`config.mk`:
```
export PLATFORM = sky130hd
export DESIGN_NAME = mips_mem_arbiter
export DESIGN_NICKNAME = d
export VERILOG_FILES = /design/src/rtl/mips_mem_pkg.sv /design/src/rtl/mips_mem_range_chk.sv /design/src/rtl/mips_mem_arbiter.sv
export SDC_FILE = /design/constraint.sdc
export NUM_CORES = 1
export LEC_CHECK = 0
export ABC_AREA = 1
export CAP_MARGIN = 10
export CORE_MARGIN = 3
export CORE_UTILIZATION = 43
export CTS_CLUSTER_DIAMETER = 60
export CTS_CLUSTER_SIZE = 24
export DETAILED_ROUTE_END_ITERATION = 6
export PLACE_DENSITY = 0.86
export SYNTH_ARGS = -nofsm -noshare
export SYNTH_HDL_FRONTEND = slang
export SYNTH_HIERARCHICAL = 1
export SYNTH_SLANG_ARGS = --single-unit
export TNS_END_PERCENT = 5
```
`constraint.sdc`:
```
create_clock -name clk -period 3.7 [get_ports clk]
set_input_delay 0.74 -clock clk [delete_from_list [all_inputs] [get_ports clk]]
set_output_delay 0.74 -clock clk [all_outputs]
set_load 0.01 [all_outputs]
```
`src/rtl/mips_mem_pkg.sv`:
```
// Shared definitions for the IF/DM memory arbiter: address map defaults,
// access-size encodings, beat lookup and the sequencer state type.
package mips_mem_pkg;

  localparam logic [31:0] START_ADDR_DEF = 32'h8002_0000;
  localparam int unsigned MEM_BYTES_DEF  = 1024;

  // mips_memory2 access_size encodings
  localparam logic [2:0] SZ_WORD = 3'b000;
  localparam logic [2:0] SZ_4W   = 3'b001;
  localparam logic [2:0] SZ_8W   = 3'b010;
  localparam logic [2:0] SZ_16W  = 3'b011;
  localparam logic [2:0] SZ_BYTE = 3'b100;
  localparam logic [2:0] SZ_HALF = 3'b101;

  typedef enum logic [1:0] {
    ST_IDLE,
    ST_ISSUE,
    ST_XFER,
    ST_ERR
  } state_e;

  typedef enum logic {
    OWN_IF,
    OWN_DM
  } owner_e;

  // Number of data beats the memory returns for a read of the given size;
  // illegal sizes report zero.
  function automatic logic [4:0] beats(input logic [2:0] size);
    logic [4:0] n;
    unique case (size)
      SZ_WORD: n = 5'd1;
      SZ_4W:   n = 5'd4;
      SZ_8W:   n = 5'd8;
      SZ_16W:  n = 5'd16;
      SZ_BYTE: n = 5'd1;
      SZ_HALF: n = 5'd1;
      default: n = 5'd0;
    endcase
    return n;
  endfunction

endpackage

```
`src/rtl/mips_mem_range_chk.sv`:
```
// Combinational legality check for one memory request: size encoding,
// natural alignment, full containment in the memory window, and no burst
// writes. Also reports the number of bytes the access touches.
module mips_mem_range_chk
  import mips_mem_pkg::*;
#(
  parameter logic [31:0] START_ADDR = START_ADDR_DEF,
  parameter int unsigned MEM_BYTES  = MEM_BYTES_DEF
) (
  input  logic [31:0] i_addr,
  input  logic [2:0]  i_size,
  input  logic        i_rw,
  output logic        o_err,
  output logic [6:0]  o_nbytes
);

  // One past the last valid byte, widened so the sum cannot wrap.
  localparam logic [32:0] LIMIT = {1'b0, START_ADDR} + 33'(MEM_BYTES);

  logic [6:0]  w_nbytes;
  logic        w_bad_size;
  logic        w_misalign;
  logic        w_out_of_range;
  logic        w_write_burst;
  logic [32:0] w_end;

  // Decode size into byte count and evaluate each fault condition.
  always_comb begin
    w_nbytes   = '0;
    w_bad_size = 1'b0;
    w_misalign = 1'b0;
    unique case (i_size)
      SZ_WORD: begin w_nbytes = 7'd4;  w_misalign = (i_addr[1:0] != 2'b00); end
      SZ_4W:   begin w_nbytes = 7'd16; w_misalign = (i_addr[1:0] != 2'b00); end
      SZ_8W:   begin w_nbytes = 7'd32; w_misalign = (i_addr[1:0] != 2'b00); end
      SZ_16W:  begin w_nbytes = 7'd64; w_misalign = (i_addr[1:0] != 2'b00); end
      SZ_BYTE: begin w_nbytes = 7'd1; end
      SZ_HALF: begin w_nbytes = 7'd2;  w_misalign = i_addr[0]; end
      default: begin w_bad_size = 1'b1; end
    endcase

    w_end          = {1'b0, i_addr} + 33'(w_nbytes);
    w_out_of_range = (i_addr < START_ADDR) || (w_end > LIMIT);
    w_write_burst  = i_rw && ((i_size == SZ_4W) || (i_size == SZ_8W) || (i_size == SZ_16W));
  end

  assign o_nbytes = w_nbytes;
  assign o_err    = w_bad_size | w_misalign | w_out_of_range | w_write_burst;

endmodule

```
`src/rtl/mips_mem_arbiter.sv`:
```
// Arbiter/sequencer sharing one mips_memory2 port between instruction fetch
// and the data-memory stage. DM has priority, bounded by a streak limit so
// a waiting IF request is eventually served. Requests are checked before
// any memory access; read bursts are counted beat by beat and data is
// passed straight through to the winner.
module mips_mem_arbiter
  import mips_mem_pkg::*;
#(
  parameter logic [31:0] START_ADDR    = START_ADDR_DEF,
  parameter int unsigned MEM_BYTES     = MEM_BYTES_DEF,
  parameter int unsigned DM_STREAK_MAX = 4
) (
  input  logic        clk,
  input  logic        rst_n,
  // instruction fetch (read only)
  input  logic        if_req,
  input  logic [31:0] if_addr,
  input  logic [2:0]  if_size,
  output logic        if_gnt,
  output logic        if_rvalid,
  output logic [31:0] if_rdata,
  output logic        if_done,
  output logic        if_err,
  // data memory stage
  input  logic        dm_req,
  input  logic [31:0] dm_addr,
  input  logic [31:0] dm_wdata,
  input  logic [2:0]  dm_size,
  input  logic        dm_rw,
  output logic        dm_gnt,
  output logic        dm_rvalid,
  output logic [31:0] dm_rdata,
  output logic        dm_done,
  output logic        dm_err,
  // memory port
  output logic [31:0] mem_addr,
  output logic [31:0] mem_din,
  output logic [2:0]  mem_size,
  output logic        mem_rw,
  output logic        mem_enable,
  input  logic [31:0] mem_dout,
  input  logic        mem_busy
);

  localparam logic [2:0] STREAK_MAX = 3'(DM_STREAK_MAX);

  state_e      r_state;
  state_e      w_next;
  owner_e      r_owner;
  logic [2:0]  r_streak;
  logic [4:0]  r_beats;
  logic [31:0] r_addr;
  logic [31:0] r_wdata;
  logic [2:0]  r_size;
  logic        r_rw;

  logic        w_any;
  logic        w_dm_win;
  logic [31:0] w_sel_addr;
  logic [31:0] w_sel_wdata;
  logic [2:0]  w_sel_size;
  logic        w_sel_rw;
  logic        w_chk_err;
  logic [6:0]  w_chk_nbytes;
  logic        w_last_beat;

  logic        w_gnt;
  logic        w_rvalid;
  logic        w_done;
  logic        w_err;
  logic        w_to_if;

  // Arbitration: DM wins unless IF is also waiting and DM has used up its streak.
  assign w_any    = if_req | dm_req;
  assign w_dm_win = dm_req & (~if_req | (r_streak != STREAK_MAX));

  assign w_sel_addr  = w_dm_win ? dm_addr : if_addr;
  assign w_sel_size  = w_dm_win ? dm_size : if_size;
  assign w_sel_rw    = w_dm_win & dm_rw;
  assign w_sel_wdata = w_dm_win ? dm_wdata : '0;

  mips_mem_range_chk #(
    .START_ADDR (START_ADDR),
    .MEM_BYTES  (MEM_BYTES)
  ) u_chk (
    .i_addr   (w_sel_addr),
    .i_size   (w_sel_size),
    .i_rw     (w_sel_rw),
    .o_err    (w_chk_err),
    .o_nbytes (w_chk_nbytes)
  );

  assign w_last_beat = (r_beats <= 5'd1);

  // State register.
  always_ff @(posedge clk or negedge rst_n) begin
    if (!rst_n) r_state <= ST_IDLE;
    else        r_state <= w_next;
  end

  // Next-state decode and the owner-agnostic handshake/memory-enable outputs.
  always_comb begin
    w_next     = r_state;
    w_gnt      = 1'b0;
    w_rvalid   = 1'b0;
    w_done     = 1'b0;
    w_err      = 1'b0;
    mem_enable = 1'b0;
    unique case (r_state)
      ST_IDLE: begin
        if (w_any) w_next = w_chk_err ? ST_ERR : ST_ISSUE;
      end
      ST_ISSUE: begin
        w_gnt      = 1'b1;
        mem_enable = ~mem_busy;
        if (!mem_busy) w_next = ST_XFER;
      end
      ST_XFER: begin
        // Writes spend a single XFER cycle here purely to pulse done.
        w_rvalid = ~r_rw;
        w_done   = w_last_beat;
        if (w_last_beat) w_next = ST_IDLE;
      end
      ST_ERR: begin
        w_gnt  = 1'b1;
        w_done = 1'b1;
        w_err  = 1'b1;
        w_next = ST_IDLE;
      end
      default: w_next = ST_IDLE;
    endcase
  end

  // Request capture, streak tracking and beat counting.
  always_ff @(posedge clk or negedge rst_n) begin
    if (!rst_n) begin
      r_owner  <= OWN_IF;
      r_streak <= '0;
      r_beats  <= '0;
      r_addr   <= '0;
      r_wdata  <= '0;
      r_size   <= '0;
      r_rw     <= 1'b0;
    end else begin
      unique case (r_state)
        ST_IDLE: begin
          if (w_any) begin
            r_owner <= w_dm_win ? OWN_DM : OWN_IF;
            r_addr  <= w_sel_addr;
            r_size  <= w_sel_size;
            r_rw    <= w_sel_rw;
            r_wdata <= w_sel_wdata;
          end
          if (!if_req || !w_dm_win) begin
            r_streak <= '0;
          end else if (r_streak != STREAK_MAX) begin
            r_streak <= r_streak + 3'd1;
          end
        end
        ST_ISSUE: begin
          if (!mem_busy) r_beats <= r_rw ? 5'd1 : beats(r_size);
        end
        ST_XFER: begin
          r_beats <= r_beats - 5'd1;
        end
        default: ;
      endcase
    end
  end

  assign w_to_if = (r_owner == OWN_IF);

  assign if_gnt    = w_gnt    &  w_to_if;
  assign if_rvalid = w_rvalid &  w_to_if;
  assign if_done   = w_done   &  w_to_if;
  assign if_err    = w_err    &  w_to_if;
  assign dm_gnt    = w_gnt    & ~w_to_if;
  assign dm_rvalid = w_rvalid & ~w_to_if;
  assign dm_done   = w_done   & ~w_to_if;
  assign dm_err    = w_err    & ~w_to_if;

  assign if_rdata = if_rvalid ? mem_dout : '0;
  assign dm_rdata = dm_rvalid ? mem_dout : '0;

  assign mem_addr = r_addr;
  assign mem_din  = r_wdata;
  assign mem_size = r_size;
  assign mem_rw   = r_rw;

  a_gnt_onehot: assert property (@(posedge clk) disable iff (!rst_n) !(if_gnt && dm_gnt));
  a_no_collide: assert property (@(posedge clk) disable iff (!rst_n) mem_enable |-> !mem_busy);
  a_legal_len:  assert property (@(posedge clk) disable iff (!rst_n)
                                 (r_state == ST_IDLE && w_any) |-> (w_chk_err || w_chk_nbytes != '0));

endmodule

```
### Word-level counts from Yosys, hierarchy flattened

Cells that the tools add are included.

* output and inout port bits: 141
* register bits: 79
* logic and storage cells: 96

* multiplexer cells: 25
* eq/ne operators: 17
* add/sub/neg operators: 3
* order comparisons: 3
* reduce and logical (&&, ||, !) cells: 21
* bitwise logic cells: 19

Operators by type and width (number)
* 2-to-1 mux 32 bit: 4
* case mux 7 bit (6 select lines): 1
* adder 32 x 7 -> 33 bit: 1
* greater-than comparator 33 x 32 -> 1 bit, second input constant: 1
* < comparator 32 bit, second input constant: 1
* case mux 5 bit (4 select lines): 1
* equality test 3 x 2 -> 1 bit, second input constant: 4
* equality test 3 bit, second input constant: 4
* bitwise AND 1 bit: 10
* 2-to-1 mux 5 bit: 2
* case mux 5 bit (2 select lines): 1
* 2-to-1 mux 3 bit: 3
* 2-to-1 mux 2 bit: 4
* case mux 2 bit (4 select lines): 1
* equality test 3 x 1 -> 1 bit, second input constant: 2
* zero test 3 bit: 2
* 2-to-1 mux 1 bit: 6
* inequality test 2 bit, second input constant: 3
* AND reduction 2 bit: 3
* nonzero test 2 bit: 3
* OR reduction 6 bit: 1
* less-or-equal comparator 5 x 1 -> 1 bit, second input constant: 1
* bitwise OR 1 bit: 5
* subtractor 5 x 1 -> 5 bit, second input constant: 1
* other kinds (14): 23

### Longest topological paths before layout

* word-level depth: 14
* mapped depth: 29

### Modules after synthesis

The synthesis kept the hierarchy.

Modules (own cells, without submodules)
* mips_mem_arbiter: seq. area each 1976.9 um^2, area each 4526.8 um^2, instances 1, cells each 650
* mips_mem_range_chk: seq. area each 0.0 um^2, area each 1552.7 um^2, instances 1, cells each 338

### Worst setup path after synthesis

No wires, ideal clock.

* path type: in2reg
* start: in dm_req
* end: reg r_state[1]
* slack: 0.140 ns
* buffers on the path: 2
* arrival time: 3.428 ns
* stages: 25
* required time: 3.568 ns
* cell sequence: buf_2 buf_1 nand3_1 and2_1 nor2_1 inv_1 nor2_1 ha_1 fa_1 nor2_1 nand2_1 nor2_1 nand2_1 nor2_1 nand2_1 nor2_1 nand2_1 nor2_1 nand3_1 nor2_1 nand3_1 nand3_1 nand2_1 nand3b_1 nand3_1

* cells in the longest elaborated chain, start to end: 12
* elaborated cells on any way between the ends: 32
* classes of those cells: 1 x add/sub; 2 x order compare; 6 x eq/ne; 8 x mux; 6 x bitwise; 9 x reduce/logical

RTL lines
* from (decl): line mips_mem_arbiter.sv:25 `input logic dm_req,`
* bitwise AND 1 bit (*): line mips_mem_arbiter.sv:75 `assign w_dm_win = dm_req & (~if_req | (r_streak != STREAK_MAX));`
* 2-to-1 mux 3 bit (*): line mips_mem_arbiter.sv:78 `assign w_sel_size = w_dm_win ? dm_size : if_size;`
* named net w_sel_size[0]: line mips_mem_arbiter.sv:61 `logic [2:0] w_sel_size;`
* equality test 3 bit, or another cell as far along: line mips_mem_range_chk.sv:32 `unique case (i_size)`
* case mux 7 bit (6 select lines) (*): line mips_mem_range_chk.sv:32
* named net w_chk_nbytes[0]: line mips_mem_arbiter.sv:64 `logic [6:0] w_chk_nbytes;`
* adder 32 x 7 -> 33 bit (*): line mips_mem_range_chk.sv:42 `w_end = {1'b0, i_addr} + 33'(w_nbytes);`
* greater-than comparator 33 x 32 -> 1 bit (*): line mips_mem_range_chk.sv:43 `w_out_of_range = (i_addr < START_ADDR) || (w_end > LIMIT);`
* logical OR 1 bit (*): line mips_mem_range_chk.sv:43
* bitwise OR 1 bit (*) (2 in a row): line mips_mem_range_chk.sv:48 `assign o_err = w_bad_size | w_misalign | w_out_of_range | w_write_burst;`
* named net w_chk_err: line mips_mem_arbiter.sv:63 `logic w_chk_err;`
* 2-to-1 mux 2 bit (*) (2 in a row): line mips_mem_arbiter.sv:111 `if (w_any) w_next = w_chk_err ? ST_ERR : ST_ISSUE;`
* case mux 2 bit (4 select lines) (*): line mips_mem_arbiter.sv:109 `unique case (r_state)`
* to (signal assigned): line mips_mem_arbiter.sv:98 `else r_state <= w_next;`
* to (decl): line mips_mem_arbiter.sv:47 `state_e r_state;`

Mark *: on every way through the listed nets, which the timed path passes. The rest lies on a longest branch. The select of a mux whose other input is x is not followed.
A chain may end at the register's enable or synchronous reset.

### Final worst setup path

* start: in dm_size[0]
* end: reg r_state[1]

* cells in the longest elaborated chain, start to end: 11
* elaborated cells on any way between the ends: 24
* classes of those cells: 1 x add/sub; 1 x order compare; 5 x eq/ne; 7 x mux; 3 x bitwise; 7 x reduce/logical

RTL lines
* from (decl): line mips_mem_arbiter.sv:28 `input logic [2:0] dm_size,`
* 2-to-1 mux 3 bit (*): line mips_mem_arbiter.sv:78
* named net w_sel_size[0]: line mips_mem_arbiter.sv:61
* equality test 3 bit, or another cell as far along: line mips_mem_range_chk.sv:32
* case mux 7 bit (6 select lines) (*): line mips_mem_range_chk.sv:32
* named net w_chk_nbytes[4]: line mips_mem_arbiter.sv:64
* adder 32 x 7 -> 33 bit (*): line mips_mem_range_chk.sv:42
* greater-than comparator 33 x 32 -> 1 bit (*): line mips_mem_range_chk.sv:43
* logical OR 1 bit (*): line mips_mem_range_chk.sv:43
* bitwise OR 1 bit (*) (2 in a row): line mips_mem_range_chk.sv:48
* named net w_chk_err: line mips_mem_arbiter.sv:63
* 2-to-1 mux 2 bit (*) (2 in a row): line mips_mem_arbiter.sv:111
* case mux 2 bit (4 select lines) (*): line mips_mem_arbiter.sv:109

Marked as above.

==> flow_results.xml <==
<?xml version="1.0" encoding="UTF-8"?>
<metrics>
  <group name="run_status">
    <metric name="run_status" unit="">complete, no violations</metric>
  </group>
  <group name="critical_path">
    <metric name="critical_path_endpoint_category" unit="">flip-flop</metric>
    <metric name="setup.worst_path.end" unit="">r_state[1]$_DFFE_PN0P_</metric>
    <metric name="worstPathMaxFanout" unit="">3</metric>
    <metric name="worstSetupPathType" unit="">in -&gt; reg</metric>
    <metric name="worstPathArrival" unit="ps">3670</metric>
    <metric name="reg2regPathDepth" unit="">26</metric>
    <metric name="cp_slowest_stage_delay" unit="ps">410</metric>
    <metric name="worst_r2r_endpoint" unit="">r_state[1]$_DFFE_PN0P_</metric>
    <metric name="timing.critical_path.from_type" unit="">primary input</metric>
    <metric name="path_buf_inv" unit="">5</metric>
    <metric name="worstReg2RegStart" unit="">r_streak[0]$_DFFE_PN0P_</metric>
    <metric name="timing.reg2reg.setup_slack" unit="ps">310</metric>
    <metric name="path_length_in_cells_of_the_critical_path" unit="">25</metric>
    <metric name="startpoint" unit="">dm_size[0]</metric>
    <metric name="cpMaxStageDelayCell" unit="">sky130_fd_sc_hd__clkdlybuf4s50_1</metric>
    <metric name="cp.required" unit="ps">3920</metric>
    <metric name="timing.critical_path.max_delay_family" unit="">simple AND/OR/NAND/NOR gates</metric>
  </group>
  <group name="floorplan">
    <metric name="row_count" unit="">42</metric>
    <metric name="die-width" unit="um">124.8</metric>
    <metric name="design.die.area" unit="um^2">15570</metric>
    <metric name="initial_core_util" unit="%">44.93</metric>
    <metric name="number_of_i_o_pins" unit="">281</metric>
    <metric name="die_height" unit="um">124.8</metric>
    <metric name="core_area" unit="um^2">13510</metric>
  </group>
  <group name="sta">
    <metric name="skew" unit="ps">9.830</metric>
    <metric name="tightestPinTransition" unit="ps">694.4</metric>
    <metric name="setup_violating_endpoint_count_in_the_final_report" unit="">0</metric>
    <metric name="drv_slew" unit="">0</metric>
    <metric name="fin_worst_hold_slack" unit="ps">438.3</metric>
    <metric name="ratio_of_final_minimum_period_to_clock_period" unit="%">93.25</metric>
    <metric name="finalHoldViolations" unit="">0</metric>
    <metric name="worst_slew_margin_rel" unit="%">53.71</metric>
    <metric name="achievable-frequency" unit="GHz">0.2898</metric>
    <metric name="period_minus_slack" unit="ps">3450</metric>
  </group>
  <group name="cts">
    <metric name="clock_net_sink_count" unit="">79</metric>
    <metric name="cts.reportedPaths.clkPinSlew" unit="ps">70</metric>
    <metric name="root_buffer" unit="">sky130_fd_sc_hd__clkbuf_16</metric>
    <metric name="htreeDepth" unit="">3</metric>
    <metric name="cts_hold_buf" unit="">0</metric>
    <metric name="cts.path.max_buffers" unit="">2</metric>
    <metric name="cts_buffers" unit="">9</metric>
    <metric name="cts_tree" unit="">yes</metric>
    <metric name="clock_insertion_delay_worst_skew" unit="ps">340</metric>
  </group>
  <group name="power">
    <metric name="vdd.ir_drop.worst" unit="mV">0.5533</metric>
    <metric name="power.leakage" unit="nW">5.008</metric>
    <metric name="cellPowerDensity" unit="nW/um^2">580.6</metric>
    <metric name="total_power" unit="W">0.005695</metric>
  </group>
  <group name="routing">
    <metric name="drt_wl_total" unit="um">22570</metric>
    <metric name="routed_wire_length_per_instance" unit="um">15.19</metric>
    <metric name="number_of_design_rule_violations_left_after_detail_routing" unit="">0</metric>
    <metric name="drt_iter0_markers" unit="">596</metric>
    <metric name="vias" unit="">7361</metric>
    <metric name="vias_per_cell" unit="">4.954</metric>
    <metric name="ant_nets" unit="">0</metric>
    <metric name="drt_first_pass_iters" unit="">6</metric>
  </group>
  <group name="logic_synthesis">
    <metric name="average_instance_area_after_synthesis" unit="um^2">6.154</metric>
    <metric name="synth.net_count" unit="">1137</metric>
    <metric name="netlist_area" unit="um^2">6068</metric>
    <metric name="synth_cells" unit="">986</metric>
    <metric name="synth_warn" unit="">6</metric>
  </group>
  <group name="layout">
    <metric name="design_area" unit="um^2">9808</metric>
    <metric name="final_nets" unit="">1457</metric>
    <metric name="finish.utilization" unit="%">72.62</metric>
    <metric name="final_layout_size_suffix_gt1_share" unit="%">9.618</metric>
    <metric name="num-fill-cells" unit="">1102</metric>
    <metric name="multiInputGateArea" unit="um^2">3502</metric>
    <metric name="flow.area_growth_from_synthesis" unit="%">61.63</metric>
    <metric name="ff_latch_area" unit="um^2">1977</metric>
    <metric name="antennaDiodeCount" unit="">0</metric>
  </group>
  <group name="placed_design">
    <metric name="finalWeightedCongestion" unit="">0.9789</metric>
    <metric name="dp_hpwl" unit="um">17750</metric>
    <metric name="placedInstanceArea" unit="um^2">9379</metric>
    <metric name="io_buffers" unit="">280</metric>
  </group>
  <group name="global_routing">
    <metric name="grt_overflow" unit="">0</metric>
    <metric name="number_of_global_route_vias_before_repair" unit="">7102</metric>
    <metric name="grt_start_max_net_pins" unit="">52</metric>
    <metric name="antenna_found_initial" unit="">0</metric>
    <metric name="grt_usage" unit="%">27.90</metric>
    <metric name="grt_first_pass_wirelength" unit="um">35440</metric>
  </group>
  <group name="job">
    <metric name="drv_cap" unit="">0</metric>
  </group>
  <group name="worst_hold_path">
    <metric name="hp-class" unit="">in -&gt; async</metric>
  </group>
</metrics>
## repair_timing
action / CTS / global route
setup buffers: 0 / 5
pin swaps: 0 / 6
gates resized for setup: 1 / 19
setup endpoints to repair: 1 / 1
## registers in the layout, indices dropped and copies added, names as in the netlist
signal	flops
mem_size	3
mem_addr	32
r_owner	1
mem_rw	1
mem_din	32
r_beats	5
r_state	2
r_streak	3
## worst min path at each step
stage                                     to  cells past startpoint
finish              mem_addr[12]$_DFFE_PN0P_                      1
global route        mem_addr[12]$_DFFE_PN0P_                      1
CTS                 mem_addr[12]$_DFFE_PN0P_                      1
detailed placement  mem_addr[16]$_DFFE_PN0P_                      2
global placement      mem_din[4]$_DFFE_PN0P_                      2
floorplan            mem_addr[0]$_DFFE_PN0P_                      0
## routing by layer
metal	GRT usage, %	routed length (um)	up-vias
li1	-	-	3645
met1	34.08	9170	3375
met2	47.36	10850	298
met3	7.847	1928	43
met4	9.284	623	0
met5	0	0	-
## stage by stage
| step | worst slack [ps] | cells | TNS [ps] |
|---|---|---|---|
| finish | 249.9 | 1486 | 0 |
| global route | -37.04 | 1486 | -37.04 |
| CTS | 2.496 | 1481 | 0 |
| detailed placement | -391.3 | 1466 | -391.3 |
| global placement | -274.3 | 1466 | -274.3 |
| floorplan | 140.5 | 986 | 0 |
## cell type report
type                            instances  area share (%)
Multi-Input combinational cell        738           35.71
Clock buffer                            9           2.296
Timing Repair Buffer                  339           33.33
Tap cell                              176           2.245
Sequential cell                        79           20.16
Clock inverter                          6          0.9440
Inverter                              139           5.320
## where the power goes
part | leakage (nW) | internal, W | switching (W)
logic | 3.87 | 0.00156 | 0.00163
registers | 0.985 | 0.00127 | 0.000276
clock network | 0.149 | 0.000592 | 0.000376
## cells in the final DEF, fill, tap and decap left out, drive strengths merged, types with 9 or more instances in the layout
| master | instances |
|---|---|
| and2 | 35 |
| buf | 60 |
| clkbuf | 9 |
| clkdlybuf4s50 | 277 |
| dfrtp | 79 |
| ha | 10 |
| inv | 141 |
| nand2 | 382 |
| nand3 | 87 |
| nand3b | 39 |
| nand4 | 12 |
| nor2 | 137 |
Power figures use the tool's default switching activity.
